--- src/rtl/nbit_2to1_mux.sv ---
// nbit_2to1_mux: N-bit two-input select element.
// Provides a purely combinational selection result for same-cycle steering
// and an enable-gated registered copy with a "has captured" flag for
// pipelined consumers that need a stable, reset-defined value.
module nbit_2to1_mux #(
    parameter int N = 4
) (
    input  logic         clk,
    input  logic         rst,
    input  logic [N-1:0] a,
    input  logic [N-1:0] b,
    input  logic         sel,
    input  logic         en,
    output logic [N-1:0] out,
    output logic [N-1:0] out_q,
    output logic         valid_q
);

    // Bit-sliced selection result shared by both the combinational output
    // and the capture register, so out_q can only ever load what out shows.
    logic [N-1:0] mux_sel;

    logic [N-1:0] out_q_reg;
    logic [N-1:0] out_q_next;
    logic         valid_q_reg;
    logic         valid_q_next;

    genvar gi;
    generate
        for (gi = 0; gi < N; gi++) begin : g_bit
            assign mux_sel[gi] = sel ? b[gi] : a[gi];
        end
    endgenerate

    assign out = mux_sel;

    // Next-state: capture the selected value when enabled, otherwise hold.
    always_comb begin
        out_q_next   = out_q_reg;
        valid_q_next = valid_q_reg;
        if (en) begin
            out_q_next   = mux_sel;
            valid_q_next = 1'b1;
        end
    end

    // Capture register; reset clears it immediately, release is edge-aligned.
    always_ff @(posedge clk or posedge rst) begin
        if (rst) begin
            out_q_reg   <= '0;
            valid_q_reg <= 1'b0;
        end else begin
            out_q_reg   <= out_q_next;
            valid_q_reg <= valid_q_next;
        end
    end

    assign out_q   = out_q_reg;
    assign valid_q = valid_q_reg;

endmodule

--- config.mk ---
export PLATFORM = sky130hd
export DESIGN_NAME = nbit_2to1_mux
export DESIGN_NICKNAME = d
export VERILOG_FILES = /design/src/rtl/nbit_2to1_mux.sv
export SDC_FILE = /design/constraint.sdc
export NUM_CORES = 1
export LEC_CHECK = 0
export CORE_AREA = 2 2 39 41
export CTS_CLUSTER_DIAMETER = 30
export DETAILED_ROUTE_END_ITERATION = 7
export DIE_AREA = 0 0 41 43
export GPL_ROUTABILITY_DRIVEN = 0
export MAX_ROUTING_LAYER = met4
export PLACE_DENSITY = 0.49
export SLEW_MARGIN = 25
export SYNTH_ARGS = -nofsm -noshare
export SYNTH_HDL_FRONTEND = slang
export SYNTH_SLANG_ARGS = --single-unit
--- constraint.sdc ---
create_clock -name clk -period 1 [get_ports clk]
set_clock_uncertainty 0.2 [all_clocks]
set_input_delay 0.2 -clock clk [delete_from_list [all_inputs] [get_ports clk]]
set_output_delay 0.2 -clock clk [all_outputs]
set_load 0.005 [all_outputs]
==> summary.txt, run 1 <==
Die
  – Rows: 14
  – Initial Utilization: 16.3%
  – Io pins: 21
  – Die Ht: ~43 um
  – Die X: just over 40 um
  – Die Area: 0.00176 mm^2
  – CORE AREA: approximately 0.0014 mm^2

Hold path
  – Worst Hold Class: in -> async

Synthesis
  – Synth area leaders: dfrtp_1 (56%), mux2_2 (40%), or2_2 (2.8%), inv_1 (1.7%)
  – Post-synth top area share: 55.6%
  – Area leader, netlist: dfrtp_1
  – Synthesized area: 225 um^2
  – Post-Syn Area per Cell: between 15 and 20 um^2
  – Synth Instances: 15
  – Post-synthesis sequential area ratio: 55.6%
  – FF+latch count, synth: 5
  – Synthesis Warnings: 0
  – Syn_nets: 27
  – Yosys cell types: 4

Global routing
  – First-pass GRT wire length: 1020 um
  – GRT Resource Usage Total: 9.07%
  – Largest net degree at the start of global routing: 6
  – Vias in the first global route: 285
  – Initial antenna violation count: 0
  – Grt total ovfl: 0

Setup path
  – Startpoint Class: flop
  – Worst path bufs/invs: 1
  – Critical path cell sequence: buf_2
  – Worst path max stage delay: 370 ps
  – Crit Path Max Fanout: 2
  – CP delay by family, top: flip-flops
  – Critical Path End Type: output port
  – Kind of critical path: reg -> out
  – Arr. time, crit path: 730 ps
  – Slowest cell on crit path: dfrtp_1
  – Req. time, crit path: 600 ps

Final layout
  – Diode count: 0
  – Area Overhead vs Synth: 134%
  – Core Util, Final: 38.1%
  – Fillers: 142
  – Max reg flops: 4
  – Layout cells sized above 1: 81.3%
  – Nets@finish: 61

Clock network
  – CTS clk-pin slew, worst paths: 40 ps
  – Worst-skew pair later-pin latency: 230 ps
  – CTS tree: yes
  – Sink Count: 5
  – Clk root buf: clkbuf_4
  – H-tree depth reported by CTS: 1
  – TritonCTS Buffers: 3
  – Maximum buffer depth of the clock tree: 2

Power and ir drop
  – VDD IR max: between 0.0003 and 0.0004 V
  – PwrDens: 1250 mW/mm^2
  – Leakage power: 0.000282 uW

Detailed routing
  – WL/cell: 10.0 um
  – Via Count: between 200 and 250
  – WL final: roughly 640 um
  – Router iterations before antenna repair: 1
  – Vias per Instance: 3.77
  – DR iter-0 viols: 0
  – Residual DRC: 0
  – DRT antenna net count: 0

Place
  – Port bufs: 20
  – Dpl ws: -1010 ps

Timing
  – FMAX: 881 MHz
  – Fin crit share: 113%
  – Final Hold Fails: 5
  – Relative slew margins: 80.9%
  – RSZ-0062 raised after global routing: yes
  – Setup violators final: 14
  – Period minus WS final: 1130 ps
  – Final Max Tran Viols: 0
  – WHS: -34.3 ps
  – PnR worst setup slack: -134 ps
  – Worst-margin pin slew: ~290 ps

Outcome
  – Failing checks: hold timing, setup timing
  – Status: complete, but fails checks

Flow run
  – Max-Cap Viols: 0
==> Yosys cell counts (all sizes together) <==
master	count
mux2	8
dfrtp	5
inv	1
or2	1
==> through the flow <==
step	hold WS [ps]	std cells	setup TNS (ps)	total power (uW)	cell area [um^2]
after floorplan	-221	15	-246	301	255
after global placement	211	57	-8550	461	520
after detailed placement	212	57	-8690	461	520
after CTS	-33.4	64	-1470	678	523
after global routing	-3.65	64	-1690	704	527
final	-34.3	64	-1400	660	527
==> cells in the final DEF (no fill, tap or decap) <==
master	count
clkdlybuf4s50_1	1
buf_8	1
buf_2	13
buf_4	6
dlygate4sd2_1	1
or2_4	1
mux2_4	8
clkbuf_1	1
dfrtp_1	5
clkbuf_4	3
inv_1	1
buf_6	7
==> logic make-up after synthesis <==
group / synth area share [%]
DFF: 55.6
and+or+nand+nor: 2.78
buffers and inverters: 1.67
muxes: 40.0
==> timing repair <==
| item | in CTS | in global routing |
|---|---|---|
| hold endpoints to repair | 5 | 5 |
| setup endpoints to repair | 14 | 14 |
| setup buffers | 7 | 0 |
| gates cloned | 0 | 0 |
| gates resized for setup | 75 | 1 |
==> where the power goes <==
| part | total, uW | internal [uW] | switching, uW |
|---|---|---|---|
| Combinational | 205 | 148 | 57.7 |
| Sequential | 233 | 224 | 9.14 |
| Clock | 222 | 150 | 71.8 |
==> worst register-to-register path: stages (launching register included) <==
cell,delay (ps)
dfrtp_1,360
buf_4,130
mux2_4,250
==> cell type report <==
cell class,count,area (um^2),area share (%)
clock buffers,4,26.3,4.99
inverters,1,3.75,0.713
multi-input cells,9,129,24.5
flip-flops and latches,5,125,23.8
well taps,16,20.0,3.80
repair buffers,29,223,42.3
==> final timing paths <==
check,depth (start not counted),start,slack [ps],end
worst max-delay path,1,out_q[0],-130,out_q[0]
worst min-delay path,2,rst,-30,out_q[1]
worst max register to register,2,out_q[3],-60,out_q[3]
worst min register to register,2,valid_q,350,valid_q
max in group asynchronous,2,rst,470,out_q[2]
min in group clk,4,a[0],230,out_q[0]
==> per-layer routing <==
| metal | wire length, um | vias up | track usage [%] |
|---|---|---|---|
| met3 | 68 | 0 | 1.05 |
| met1 | 224 | 104 | 8.74 |
| met2 | 350 | 18 | 14.7 |
| li1 | - | 119 | - |
| met4 | 0 | 0 | 8.00 |
| met5 | 0 | - | - |
Note: power is estimated with default switching activity, not from simulation.
==> run 2: changes to the inputs <==
--- a/config.mk
+++ b/config.mk
@@ -9,7 +9,6 @@
 export CTS_CLUSTER_DIAMETER = 30
 export DETAILED_ROUTE_END_ITERATION = 7
 export DIE_AREA = 0 0 41 43
-export GPL_ROUTABILITY_DRIVEN = 0
 export MAX_ROUTING_LAYER = met4
 export PLACE_DENSITY = 0.49
 export SLEW_MARGIN = 25
==> results of run 2 <==
Same layout as run 1: the final DEF is identical, and so are final timing and power.
==> run 3: changes to the inputs <==
--- a/config.mk
+++ b/config.mk
@@ -9,8 +9,9 @@
 export CTS_CLUSTER_DIAMETER = 30
 export DETAILED_ROUTE_END_ITERATION = 7
 export DIE_AREA = 0 0 41 43
+export DONT_BUFFER_PORTS = 1
 export MAX_ROUTING_LAYER = met4
-export PLACE_DENSITY = 0.49
+export PLACE_DENSITY = 0.3
 export SLEW_MARGIN = 25
 export SYNTH_ARGS = -nofsm -noshare
 export SYNTH_HDL_FRONTEND = slang
==> run 3 against run 2 <==
Compared with the run above:
- the run still ends with hold timing, setup timing left
- utilization down 4.8 points
- via count down 20%
- sequential power up 3%
- critical endpoint is now out_q[2]
- largest power group unchanged
- highest routed layer unchanged
==> summary.txt, run 3 (synthesized netlist as in run 1, its figures left out) <==
Outcome
  – Status: complete, but fails checks
  – Failing checks: hold timing, setup timing

Timing
  – WHS: -120 ps
  – Setup violators final: 12
  – Relative slew margins: between 80% and 90%
  – PnR worst setup slack: -151 ps
  – Setup TNS: -941 ps
  – Fin crit share: 115%
  – Final Max Tran Viols: 0
  – FMAX: between 800 and 900 MHz
  – Worst-margin pin slew: ~180 ps
  – Final Hold Fails: 5
  – Period minus WS final: around 1200 ps
  – RSZ-0062 raised after global routing: yes

Hold path
  – Worst Hold Class: in -> reg

Final layout
  – Register area: 125 um^2
  – Layout cells sized above 1: 76.5%
  – Nets@finish: 47
  – Fin cells: 50
  – Diode count: 0
  – Most frequent cells in the layout: buf_6 (11), mux2_4 (8), dfrtp_1 (5)
  – Commonest non-fill, non-tap cell in the layout: buf_6
  – Area of the multi-input gates: 129 um^2
  – Fillers: 144
  – Area Overhead vs Synth: 104%
  – Max reg flops: 4

Power and ir drop
  – Leakage power: 0.000229 uW
  – Int Power: 505 uW
  – Logic pwr share: 26.6%
  – PwrDens: roughly 1400 mW/mm^2
  – VDD IR max: 0.000306 V
  – Clock Power Share: 35.7%
  – Register share of total power: between 30% and 40%
  – Sw power: 132 uW
  – Sw frac: 20.7%

Place
  – Port bufs: 0
  – Dpl cells: 40
  – GPL Wtd Cong: 0.603

Setup path
  – Req. time, crit path: around 600 ps
  – Arr. time, crit path: about 750 ps
  – Startpoint Class: flop
  – CP delay by family, top: flip-flops
  – Critical Path End Type: output port
  – Kind of critical path: reg -> out
  – Critical path cell sequence: buf_6
  – Worst path max stage delay: 390 ps
  – Crit Path Max Fanout: 2
  – Slowest cell on crit path: dfrtp_1
  – Worst path bufs/invs: 1

Clock network
  – Maximum buffer depth of the clock tree: 2
  – Clk root buf: clkbuf_4
  – Hold_buf cts: 1
  – Worst-skew pair later-pin latency: 240 ps
  – TritonCTS Buffers: 3
  – CTS clk-pin slew, worst paths: 40 ps
  – CTS tree: yes
  – Sink Count: 5
  – H-tree depth reported by CTS: 1

Detailed routing
  – DR iter-0 viols: 0
  – WL/cell: 11.4 um
  – Residual DRC: 0
  – Router iterations before antenna repair: 1
  – DRT antenna net count: 0
  – Vias per Instance: 3.88
  – Via Count: 194
  – WL final: 572 um

Die
  – CORE AREA: 0.00138 mm^2
  – Die Ht: 43 um
  – Io pins: 21
  – Die Area: between 0.0015 and 0.002 mm^2
  – Initial Utilization: 16.3%
  – Rows: 14
  – Die X: 41 um

Global routing
  – Vias in the first global route: 218
  – Initial antenna violation count: 0
  – GRT Resource Usage Total: roughly 8.4%
  – Grt total ovfl: 0
  – Largest net degree at the start of global routing: 6
  – First-pass GRT wire length: 897 um

Flow run
  – Max-Cap Viols: 0
## run 3: cell count changes in the layout (fill, tap and decap cells not counted), sizes merged
cell	before	now
buf	27	14
clkdlybuf4s50	1	0
dlygate4sd2	1	0
dlygate4sd3	0	1
## run 3: cell type report
cell class	count	share of cell area, %
Timing Repair Buffer	15	34.0
Tap cell	16	4.35
Multi-Input combinational cell	9	28.0
Sequential cell	5	27.2
Clock buffer	4	5.71
Inverter	1	0.815
## run 3: what timing repair did
| action | 4_1_cts | 5_1_grt |
|---|---|---|
| buffers inserted | 5 | 0 |
| endpoints found under the hold margin | 10 | 5 |
| gates resized for setup | 10 | 2 |
| gates cloned | 0 | 0 |
| endpoints found under the setup margin | 9 | 12 |
## run 3: worst reg2reg max path, cell delays in order, from the launching register on
cell and delay (ps):
dfrtp_1 380, buf_4 140, mux2_4 250
## run 3: per-layer routing
layer	global-route usage [%]	vias to the layer above	part of all wire, %
met5	-	-	0
met4	12.0	0	0
met3	0.524	0	10
met2	10.6	12	56
met1	9.32	93	34
li1	-	89	-
## run 3: power by group through the flow
| stage | combinational, uW | clock, uW | sequential (uW) |
|---|---|---|---|
| final | 169 | 227 | 240 |
| after CTS | 170 | 239 | 239 |
| after global placement | 120 | 0 | 238 |
| after floorplan | 62.2 | 0 | 238 |
| after global routing | 180 | 240 | 243 |
| after detailed placement | 120 | 0 | 239 |
## run 3: stage by stage
stage | util (%) | cell area [um^2] | hold slack [ps] | total power [uW] | worst slack, ps
floorplan | - | 255 | -221 | 301 | -61.4
global placement | 24.8 | 343 | -204 | 358 | -61.7
detailed placement | 24.8 | 343 | -200 | 360 | -70.4
CTS | 32.7 | 453 | -130 | 647 | -161
global route | 33.3 | 460 | -123 | 664 | -174
finish | 33.3 | 460 | -120 | 637 | -151
## run 3: worst paths after layout
| kind | from | to | slack, ps | cells after the start |
|---|---|---|---|---|
| worst max-delay path | out_q[2] | out_q[2] | -150 | 1 |
| worst min-delay path | en | valid_q | -120 | 1 |
| worst max register to register | out_q[0] | out_q[0] | -90 | 2 |
| worst min register to register | out_q[1] | out_q[1] | 340 | 1 |
| max in group asynchronous | rst | valid_q | 330 | 2 |
| min in group asynchronous | rst | out_q[2] | 100 | 2 |
